`src/rtl/remap_seq.sv`:
```
// remap_seq: sequenced, runtime-configurable piecewise-linear m1->m2 remap.
// Holds node/intercept tables loaded through a config port. On commit it
// verifies that the nodes are strictly increasing, then serves samples.
// Each sample gets a range check, a fixed-length binary search for its piece,
// and a segment shift/add step that produces the result.
// Ports:
//   clk, rst_n                    clock, async active-low reset
//   cfg_we/sel/addr/wdata/commit  table write / verify request
//   cfg_ready, cfg_err            config accepted, sticky config error
//   table_valid                   tables verified, sample path enabled
//   in_valid/in_ready/in_m1       upstream sample handshake
//   out_valid/out_ready           downstream result handshake
//   out_m2/out_oor/out_piece      result, out-of-range flag, piece index
module remap_seq #(
  parameter int unsigned M1_W         = 16,
  parameter int unsigned M2_W         = 15,
  parameter int unsigned NODE_NUM     = 42,
  parameter int unsigned PIECE_NUM    = 41,
  parameter int unsigned SEG1_NUM     = 10,
  parameter int unsigned SEG2_NUM     = 10,
  parameter int unsigned SEG3_NUM     = 10,
  parameter int unsigned SEARCH_ITERS = 6
) (
  input  logic            clk,
  input  logic            rst_n,
  input  logic            cfg_we,
  input  logic            cfg_sel,
  input  logic [5:0]      cfg_addr,
  input  logic [M1_W-1:0] cfg_wdata,
  input  logic            cfg_commit,
  output logic            cfg_ready,
  output logic            cfg_err,
  output logic            table_valid,
  input  logic            in_valid,
  output logic            in_ready,
  input  logic [M1_W-1:0] in_m1,
  output logic            out_valid,
  input  logic            out_ready,
  output logic [M2_W-1:0] out_m2,
  output logic            out_oor,
  output logic [5:0]      out_piece
);

  localparam int unsigned AW = 6;
  localparam int unsigned CW = $clog2(SEARCH_ITERS + 1);

  localparam logic [AW-1:0] LAST_NODE  = AW'(NODE_NUM - 1);
  localparam logic [AW-1:0] LAST_PIECE = AW'(PIECE_NUM - 1);
  localparam logic [AW-1:0] LAST_K     = AW'(NODE_NUM - 2);
  localparam logic [AW-1:0] SEG2_START = AW'(SEG1_NUM);
  localparam logic [AW-1:0] SEG3_START = AW'(SEG1_NUM + SEG2_NUM);
  localparam logic [AW-1:0] SEG4_START = AW'(SEG1_NUM + SEG2_NUM + SEG3_NUM);
  localparam logic [AW-1:0] NODE_LIM   = AW'(NODE_NUM);
  localparam logic [AW-1:0] PIECE_LIM  = AW'(PIECE_NUM);
  localparam logic [CW-1:0] LAST_ITER  = CW'(SEARCH_ITERS - 1);

  typedef enum logic [2:0] {
    S_IDLE, S_VERIFY, S_READY, S_CHECK, S_SEARCH, S_CALC, S_OUT
  } state_e;

  state_e              state_q, state_d;
  logic [M1_W-1:0]     node_q   [NODE_NUM];
  logic [M1_W-1:0]     intcpt_q [PIECE_NUM];
  logic [M1_W-1:0]     m1_q, m1_d;
  logic [AW-1:0]       lo_q, lo_d, hi_q, hi_d, vk_q, vk_d;
  logic [CW-1:0]       cnt_q, cnt_d;
  logic                oor_q, oor_d;
  logic                cfg_ready_q, cfg_ready_d;
  logic                cfg_err_q, cfg_err_d;
  logic                tv_q, tv_d;
  logic                in_ready_q, in_ready_d;
  logic                out_valid_q, out_valid_d;
  logic [M2_W-1:0]     out_m2_q, out_m2_d;
  logic                out_oor_q, out_oor_d;
  logic [AW-1:0]       out_piece_q, out_piece_d;
  logic                node_we, intcpt_we;

  logic                addr_ok, wr_req, wr_ok, hs;
  logic [AW-1:0]       mid, vk_next;
  logic [M1_W-1:0]     adder, sum;

  // Segment adder and result sum for the piece currently held in lo_q.
  always_comb begin
    adder = '0;
    if (lo_q < SEG2_START)      adder = m1_q << 2;
    else if (lo_q < SEG3_START) adder = '0;
    else if (lo_q < SEG4_START) adder = M1_W'(-(m1_q >> 3));
    else                        adder = M1_W'(-(m1_q >> 2));
    sum = m1_q + adder + intcpt_q[lo_q];
  end

  // Next-state and output logic.
  always_comb begin
    state_d     = state_q;
    m1_d        = m1_q;
    lo_d        = lo_q;
    hi_d        = hi_q;
    vk_d        = vk_q;
    cnt_d       = cnt_q;
    oor_d       = oor_q;
    cfg_err_d   = cfg_err_q;
    tv_d        = tv_q;
    out_m2_d    = out_m2_q;
    out_oor_d   = out_oor_q;
    out_piece_d = out_piece_q;
    node_we     = 1'b0;
    intcpt_we   = 1'b0;

    addr_ok = cfg_sel ? (cfg_addr < PIECE_LIM) : (cfg_addr < NODE_LIM);
    wr_req  = cfg_ready_q && cfg_we;
    wr_ok   = wr_req && addr_ok;
    hs      = in_valid && in_ready_q;
    mid     = AW'(({1'b0, lo_q} + {1'b0, hi_q}) >> 1);
    vk_next = vk_q + AW'(1);

    unique case (state_q)
      S_IDLE, S_READY: begin
        if (wr_req && !addr_ok) cfg_err_d = 1'b1;
        // A good write invalidates the tables; a sample offered in the same
        // cycle is consumed and dropped since the tables are now unverified.
        if (wr_ok) begin
          node_we   = !cfg_sel;
          intcpt_we = cfg_sel;
          tv_d      = 1'b0;
          state_d   = S_IDLE;
        end else if (cfg_ready_q && !cfg_we && cfg_commit && state_q == S_IDLE) begin
          cfg_err_d = 1'b0;
          vk_d      = '0;
          state_d   = S_VERIFY;
        end else if (state_q == S_READY && hs) begin
          m1_d    = in_m1;
          state_d = S_CHECK;
        end
      end
      S_VERIFY: begin
        if (node_q[vk_q] < node_q[vk_next]) begin
          if (vk_q == LAST_K) begin
            tv_d    = 1'b1;
            state_d = S_READY;
          end else begin
            vk_d = vk_next;
          end
        end else begin
          cfg_err_d = 1'b1;
          state_d   = S_IDLE;
        end
      end
      S_CHECK: begin
        // Out-of-range samples collapse the window to one piece so the
        // search holds, keeping latency identical for all samples.
        cnt_d   = '0;
        state_d = S_SEARCH;
        if (m1_q <= node_q[0]) begin
          lo_d = '0;          hi_d = AW'(1);    oor_d = 1'b1;
        end else if (m1_q > node_q[LAST_NODE]) begin
          lo_d = LAST_PIECE;  hi_d = LAST_NODE; oor_d = 1'b1;
        end else begin
          lo_d = '0;          hi_d = LAST_NODE; oor_d = 1'b0;
        end
      end
      S_SEARCH: begin
        // Invariant: node[lo] < m1 <= node[hi].
        if ((hi_q - lo_q) > AW'(1)) begin
          if (m1_q <= node_q[mid]) hi_d = mid;
          else                     lo_d = mid;
        end
        if (cnt_q == LAST_ITER) state_d = S_CALC;
        else                    cnt_d   = cnt_q + CW'(1);
      end
      S_CALC: begin
        out_m2_d    = M2_W'(sum >> 1);
        out_oor_d   = oor_q;
        out_piece_d = lo_q;
        state_d     = S_OUT;
      end
      S_OUT: begin
        if (out_ready) state_d = S_READY;
      end
      default: state_d = S_IDLE;
    endcase

    cfg_ready_d = (state_d == S_IDLE) || (state_d == S_READY);
    in_ready_d  = (state_d == S_READY) && tv_d;
    out_valid_d = (state_d == S_OUT);
  end

  // State, datapath and table registers.
  always_ff @(posedge clk or negedge rst_n) begin
    if (!rst_n) begin
      state_q     <= S_IDLE;
      m1_q        <= '0;
      lo_q        <= '0;
      hi_q        <= '0;
      vk_q        <= '0;
      cnt_q       <= '0;
      oor_q       <= 1'b0;
      cfg_ready_q <= 1'b0;
      cfg_err_q   <= 1'b0;
      tv_q        <= 1'b0;
      in_ready_q  <= 1'b0;
      out_valid_q <= 1'b0;
      out_m2_q    <= '0;
      out_oor_q   <= 1'b0;
      out_piece_q <= '0;
      for (int unsigned i = 0; i < NODE_NUM; i++)  node_q[i]   <= '0;
      for (int unsigned i = 0; i < PIECE_NUM; i++) intcpt_q[i] <= '0;
    end else begin
      state_q     <= state_d;
      m1_q        <= m1_d;
      lo_q        <= lo_d;
      hi_q        <= hi_d;
      vk_q        <= vk_d;
      cnt_q       <= cnt_d;
      oor_q       <= oor_d;
      cfg_ready_q <= cfg_ready_d;
      cfg_err_q   <= cfg_err_d;
      tv_q        <= tv_d;
      in_ready_q  <= in_ready_d;
      out_valid_q <= out_valid_d;
      out_m2_q    <= out_m2_d;
      out_oor_q   <= out_oor_d;
      out_piece_q <= out_piece_d;
      if (node_we)   node_q[cfg_addr]   <= cfg_wdata;
      if (intcpt_we) intcpt_q[cfg_addr] <= cfg_wdata;
    end
  end

  assign cfg_ready   = cfg_ready_q;
  assign cfg_err     = cfg_err_q;
  assign table_valid = tv_q;
  assign in_ready    = in_ready_q;
  assign out_valid   = out_valid_q;
  assign out_m2      = out_m2_q;
  assign out_oor     = out_oor_q;
  assign out_piece   = out_piece_q;

endmodule

```
`config.mk`:
```
export PLATFORM = sky130hd
export DESIGN_NAME = remap_seq
export DESIGN_NICKNAME = d
export VERILOG_FILES = /design/src/rtl/remap_seq.sv
export SDC_FILE = /design/constraint.sdc
export NUM_CORES = 2
export LEC_CHECK = 0
export BUFFER_PORTS_ARGS = -buffer_cell sky130_fd_sc_hd__buf_2
export CORE_ASPECT_RATIO = 1.2
export CORE_MARGIN = 2
export CORE_UTILIZATION = 60
export CTS_CLUSTER_DIAMETER = 60
export CTS_CLUSTER_SIZE = 24
export DETAILED_ROUTE_END_ITERATION = 16
export PLACE_DENSITY = 0.76
export SKIP_CTS_REPAIR_TIMING = 1
export SYNTH_ARGS = -nofsm -noshare
export SYNTH_HDL_FRONTEND = slang
export SYNTH_SLANG_ARGS = --single-unit
```
`constraint.sdc`:
```
create_clock -name clk -period 7.2 [get_ports clk]
set_input_delay 0.36 -clock clk [delete_from_list [all_inputs] [get_ports clk]]
set_output_delay 0.36 -clock clk [all_outputs]
set_load 0.02 [all_outputs]
```
After elaboration in Yosys (flattened, before gate mapping)
Cells that the tools add are included.
{ "word_totals": {"register_bits": 1396, "latch_bits": 0, "ramBits": 0, "mem_bits_ro": 0, "output_inout_bits": 27, "memories": 0} }
{ "classes": {"addsub": 8, "n_mul": 0, "div_mod_pow": 0, "magnitude_cmp": 16, "n_eq_ne": 19, "n_shift": 0, "n_mux": 59, "bitwise": 7, "reduce_logical": 25} }
{ "ops": {"columns": ["op", "n"], "rows": [
  ["bitwise mux 672 bit", 1],
  ["bitwise mux 656 bit", 1],
  ["binary-select mux 16 bit (select 6 bit)", 4],
  ["2-to-1 mux 16 bit", 12],
  ["demux 16 bit (select 6 bit)", 1],
  ["2-to-1 mux 6 bit", 11],
  ["one-hot mux 6 bit (2 select lines)", 3],
  ["greater-or-equal comparator 7 bit, second input constant", 5],
  ["NOT 6 -> 7 bit", 5],
  ["adder 16 bit", 2],
  ["<= comparator 16 bit", 2],
  ["2-to-1 mux 3 bit", 8],
  ["!= test 2 bit, second input constant", 9],
  ["one-hot mux 3 bit (6 select lines)", 1],
  ["> comparator 16 bit", 1],
  ["< comparator 16 bit", 1],
  ["negator 13 -> 16 bit", 1],
  ["negator 14 -> 16 bit", 1],
  ["== test 3 bit, second input constant", 5],
  ["2-to-1 mux 1 bit", 14],
  ["< comparator 6 x 5 -> 1 bit, second input constant", 2],
  ["< comparator 6 bit, second input constant", 2],
  ["logical AND 1 bit", 10],
  ["== test 3 x 2 -> 1 bit, second input constant", 3],
  ["21 further kinds", 29]
]} }

Depth between registers and ports, before layout
{ "depth": {"word_depth": 10, "mapped_depth": 31, "ltp_nobuf": 21} }

Worst setup path after synthesis
No wires, ideal clock.
{ "synth_timing": {"path_type": "register -> register", "start": "reg vk_q[0]", "end": "reg in_ready_q (netlist: in_ready)", "setup_time_ps": 73, "arrival_ps": 5974, "required_ps": 7127, "slack_ps": 1152, "path_stages_with_launch": 29, "synth_period_minus_slack_ps": 6048, "path_cell_list": "dfrtp_1 > buf_6 > buf_6 > buf_4 > buf_4 > buf_4 > buf_4 > buf_4 > buf_2 > inv_1 > ha_1 > buf_6 > buf_6 > buf_4 > buf_4 > buf_4 > buf_2 > mux4_2 > a21oi_1 > o21ai_0 > a22oi_1 > ha_1 > a21o_1 > a21oi_1 > o21ai_0 > a2111oi_4 > a31oi_4 > or3_4 > a21oi_2"} }
{ "synth_via": {"elab_chain_len": 10} }
{ "synth_lines": {"columns": ["element", "line", "text"], "rows": [
  ["from (decl)", "65", "logic [AW-1:0] lo_q, lo_d, hi_q, hi_d, vk_q, vk_d;"],
  ["from (signal assigned)", "212", "vk_q <= vk_d;"],
  ["adder 6 x 1 -> 6 bit", "114", "vk_next = vk_q + AW'(1);"],
  ["NOT 6 -> 7 bit (implied by the code)", "136", "if (node_q[vk_q] < node_q[vk_next]) begin"],
  ["binary-select mux 16 bit (select 6 bit)", "136", null],
  ["2-to-1 mux 16 bit (implied by the code) (2 in a row)", "136", null],
  ["< comparator 16 bit", "136", null],
  ["2-to-1 mux 3 bit", "136", null],
  ["one-hot mux 3 bit (6 select lines)", "116", "unique case (state_q)"],
  ["== test 3 x 2 -> 1 bit", "183", "in_ready_d = (state_d == S_READY) && tv_d;"],
  ["logical AND 1 bit *", "183", null],
  ["via in_ready_d", "71", "logic in_ready_q, in_ready_d;"],
  ["to (signal assigned)", "218", "in_ready_q <= in_ready_d;"],
  ["to (decl)", "71", null]
]} }
Mark *: on every way through the listed nets, which the timed path passes. The rest lies on a longest branch. The select of a mux whose other input is x is not followed.
A chain may end at the register's enable or synchronous reset.

Worst setup path in the final report
{ "layout_timing": {"start": "reg lo_q[0]", "end": "reg lo_q[4]"} }
{ "layout_via": {"elab_chain_len": 8} }
{ "layout_lines": {"columns": ["element", "line", "text"], "rows": [
  ["from (decl)", "65", null],
  ["from (signal assigned)", "210", "lo_q <= lo_d;"],
  ["adder 6 x 6 -> 7 bit", "113", "mid = AW'(({1'b0, lo_q} + {1'b0, hi_q}) >> 1);"],
  ["NOT 6 -> 7 bit (implied by the code)", "164", "if (m1_q <= node_q[mid]) hi_d = mid;"],
  ["binary-select mux 16 bit (select 6 bit)", "164", null],
  ["2-to-1 mux 16 bit (implied by the code) (2 in a row)", "164", null],
  ["<= comparator 16 bit", "164", null],
  ["!= test 2 bit (no source line)", null, null],
  ["AND reduction 3 bit (no source line)", null, null]
]} }
Several ways; a longest one is shown, not always the timed one. The select of a mux whose other input is x is not followed.

==> impl_metrics.json <==
{
  "outcome": "finished, violations left",
  "failing_checks": "hold timing",
  "post_synth_inst_count": 5686,
  "yosysWarnings": 0,
  "rsz0062_at_grt": "no",
  "dominantRegCellSynth": "sky130_fd_sc_hd__dfrtp_1",
  "final_max_slew_viol_count": 0,
  "drtAntennaViolNets": 0,
  "ys_seq_elements": 1396,
  "area_of_combinational_cells_with_multiple_inputs_um2": 40600,
  "routed_via_count": 53100,
  "worst_min_path_class": "in -> reg",
  "final.hold.worst_slack_ns": -0.00973,
  "ys_seq_area_share_pct": 44.7,
  "setup-tns-final_ns": 0,
  "period_share_pct": 90.1,
  "final_cell_count_no_fill": 7337,
  "timing.max_slew.rel_slack_pct": 14.9,
  "cts-root-to-sink-buffers": 3,
  "avgViaCountPerCell": 7.24,
  "layout.filler_cells": 9269,
  "power.ir.vdd_worst_mv": 0.383,
  "initial_utilization_pct": 60.2,
  "maxCapViolCount": 0,
  "power-per-cell-area_nw_per_um2": 268,
  "power.leakage_nw": 38.0,
  "gpl.final_weighted_congestion": 1.01,
  "grt_start_max_net_pins": 186,
  "post-route-worst-setup-slack_ns": 0.710,
  "synth.lib_cells_used.distinct": 82,
  "cts_sinks": 1396,
  "hold_viol_final": 4,
  "clockRootBuffer": "sky130_fd_sc_hd__clkbuf_16",
  "postSynth.asyncResetShare_pct": 100,
  "final_core_util_pct": 64.8,
  "worstPathRequired_ns": 7.83,
  "total_power_mw": 22.6,
  "floorplan.die.width_um": 333,
  "worstSetupEndpointType": "flip-flop",
  "routedWlPerCell_um": 33.3,
  "layout.cell_area.non_filler_um2": 84100,
  "grt_first_pass_wirelength_um": 362000,
  "register_area_um2": 35000,
  "number_of_global_route_vias_before_repair": 53600,
  "floorplan.die_area_um2": 133000,
  "worst_setup_hold_path_clk_slew_ns": 0.08,
  "place.detailed.instances": 7122,
  "die_height_um": 399,
  "syn-mean-instance-area_um2": 13.7,
  "grt_antenna_before_repair": 15,
  "area_delta_synth_final_pct": 7.64,
  "tightestPinTransition_ns": 1.27,
  "start_kind": "flip-flop",
  "core_area_um2": 130000,
  "number_of_enable_flip_flop_cells_after_synthesis": 0,
  "net_count_after_synthesis": 5843,
  "number_of_setup_violations_in_the_final_report": 0,
  "placementRows": 145,
  "pin_count": 72,
  "routed_wl_um": 244000,
  "post-route-min-period_ns": 6.49,
  "worst_clock_skew_ns": 0.0237,
  "numPortBuffers": 71,
  "dp_slack_ns": 1.03,
  "globalRouteOverflowTotal": 0,
  "cts_max_level": 3,
  "critPathKind": "reg -> reg",
  "timing.critical_path.arrival_ns": 7.12,
  "clkLatencyLatePin_ns": 0.76,
  "dpl-instance-area_um2": 80100,
  "drive_gt1_share_pct": 41.0,
  "dp_hpwl_um": 155000,
  "drt_first_pass_iters": 8,
  "net_count_reported_at_finish": 5717,
  "tritoncts.num_buffers": 105,
  "drt-initial-drc-count": 6673,
  "cts_tree": "done",
  "synthesis.area_um2": 78100,
  "drc": 0,
  "timing.critical_path.fanout_max": 20,
  "maxClockFrequency_mhz": 154,
  "grt_use_total_pct": 37.1
}
[cells in the mapped netlist (24+ instances only)]
cell type	number	area, um2
sky130_fd_sc_hd__nor3_1	55	275
sky130_fd_sc_hd__nand2_1	394	1480
sky130_fd_sc_hd__nand3_1	94	470
sky130_fd_sc_hd__nor2_2	49	307
sky130_fd_sc_hd__o21ai_0	108	541
sky130_fd_sc_hd__a221oi_1	24	210
sky130_fd_sc_hd__nand4_1	32	200
sky130_fd_sc_hd__mux4_2	640	14400
sky130_fd_sc_hd__mux2_1	264	2970
sky130_fd_sc_hd__o22ai_1	44	275
sky130_fd_sc_hd__a21oi_1	130	651
sky130_fd_sc_hd__mux2i_1	117	1170
sky130_fd_sc_hd__buf_2	182	911
sky130_fd_sc_hd__nor2b_1	26	163
sky130_fd_sc_hd__a22oi_1	45	338
sky130_fd_sc_hd__xnor2_1	24	210
sky130_fd_sc_hd__inv_1	88	330
sky130_fd_sc_hd__ha_1	95	1190
sky130_fd_sc_hd__nor2_1	105	394
sky130_fd_sc_hd__dfrtp_1	1396	34900
sky130_fd_sc_hd__buf_4	38	285
sky130_fd_sc_hd__a32oi_1	27	236
sky130_fd_sc_hd__mux2_2	1100	12400
sky130_fd_sc_hd__clkbuf_1	274	1030
[layout make-up]
class | count | area share (%)
multi-input cells | 3671 | 48.2
flip-flops and latches | 1396 | 41.6
clock buffers | 115 | 3.31
repair buffers | 293 | 2.79
well taps | 1690 | 2.51
clock inverters | 78 | 1.18
inverters | 93 | 0.415
diodes | 1 | 0.00298
[logic make-up (layout without fill, tap and decap cells)]
| family | Yosys count | after routing | synth area share, % |
|---|---|---|---|
| xor gates and xnor gates | 39 | 39 | 0.461 |
| and+or+nand+nor | 843 | 843 | 5.02 |
| buffers and inverters | 619 | 579 | 3.55 |
| AOI/OAI and AO/OA | 556 | 556 | 4.68 |
| other | 0 | 1 | 0 |
| muxes | 2121 | 2121 | 39.6 |
| adders and majority gates | 112 | 112 | 1.96 |
| DFF | 1396 | 1396 | 44.7 |
[registers in the layout, summed over array words and instances (netlist names)]
name         flops
out_m2          15
vk_q             6
in_ready         1
cnt_q            3
out_piece        6
m1_q            16
intcpt_q       656
node_q         672
out_valid        1
cfg_ready        1
state_q          3
lo_q             6
hi_q             6
oor_q            1
out_oor          1
table_valid      1
cfg_err          1
[power breakdown]
| group | switching, mW | leakage [nW] | internal [mW] |
|---|---|---|---|
| Sequential | 0.561 | 19.2 | 8.45 |
| Clock | 3.36 | 1.81 | 3.11 |
| Combinational | 4.21 | 17.0 | 2.88 |
| Total | 8.13 | 38.0 | 14.4 |
[worst paths after layout]
check / startpoint / endpoint / slack [ns] / cells past startpoint
max reg2reg: lo_q[0] / lo_q[4] / 0.71 / 17
max: lo_q[0] / lo_q[4] / 0.71 / 17
min in group asynchronous: rst_n / node_q[220] / 0.26 / 2
max in group asynchronous: rst_n / intcpt_q[115] / 4.97 / 4
min: cfg_wdata[12] / node_q[316] / -0.01 / 2
min reg2reg: out_piece[0] / out_piece[0] / 0.48 / 2
[layer usage]
layer | GRT usage, % | vias up | part of all wire, %
met3 | 8.74 | 898 | 10
met5 | 0 | - | 0.055
met4 | 26.7 | 22 | 8.6
met1 | 47.7 | 27800 | 36
met2 | 55.9 | 3144 | 45
li1 | - | 21300 | -
[critical path, stage by stage (launching register included)]
cell	delay [ns]
sky130_fd_sc_hd__dfrtp_4	0.51
sky130_fd_sc_hd__ha_1	0.25
sky130_fd_sc_hd__fa_4	1.09
sky130_fd_sc_hd__buf_4	0.48
sky130_fd_sc_hd__mux4_2	0.57
sky130_fd_sc_hd__and3_1	0.20
sky130_fd_sc_hd__a221o_1	0.43
sky130_fd_sc_hd__a221oi_1	0.58
sky130_fd_sc_hd__ha_1	0.35
sky130_fd_sc_hd__a21o_1	0.18
sky130_fd_sc_hd__a21oi_1	0.15
sky130_fd_sc_hd__nor2b_1	0.07
sky130_fd_sc_hd__o31a_1	0.23
sky130_fd_sc_hd__nor3_1	0.15
sky130_fd_sc_hd__o21ai_0	0.33
sky130_fd_sc_hd__o21ai_1	0.23
sky130_fd_sc_hd__buf_4	0.19
sky130_fd_sc_hd__mux2_2	0.34
[placed cells by master, fill, tap and decap left out, types with 26 or more instances in the layout]
master                      instances
sky130_fd_sc_hd__ha_1              94
sky130_fd_sc_hd__buf_4            184
sky130_fd_sc_hd__nor3_1            54
sky130_fd_sc_hd__nand3_1           94
sky130_fd_sc_hd__o21ai_0          108
sky130_fd_sc_hd__a32oi_1           27
sky130_fd_sc_hd__mux2_2          1100
sky130_fd_sc_hd__mux2i_1          117
sky130_fd_sc_hd__inv_1             88
sky130_fd_sc_hd__a21oi_1          130
sky130_fd_sc_hd__nor2b_1           26
sky130_fd_sc_hd__mux2_1           264
sky130_fd_sc_hd__dfrtp_1         1390
sky130_fd_sc_hd__nor2_2            50
sky130_fd_sc_hd__nand2_1          390
sky130_fd_sc_hd__a22oi_1           45
sky130_fd_sc_hd__nand4_1           32
sky130_fd_sc_hd__buf_2             67
sky130_fd_sc_hd__mux4_2           640
sky130_fd_sc_hd__clkbuf_16        109
sky130_fd_sc_hd__nor2_1           102
sky130_fd_sc_hd__o22ai_1           44
No activity file was read; power rests on OpenSTA's default activity.
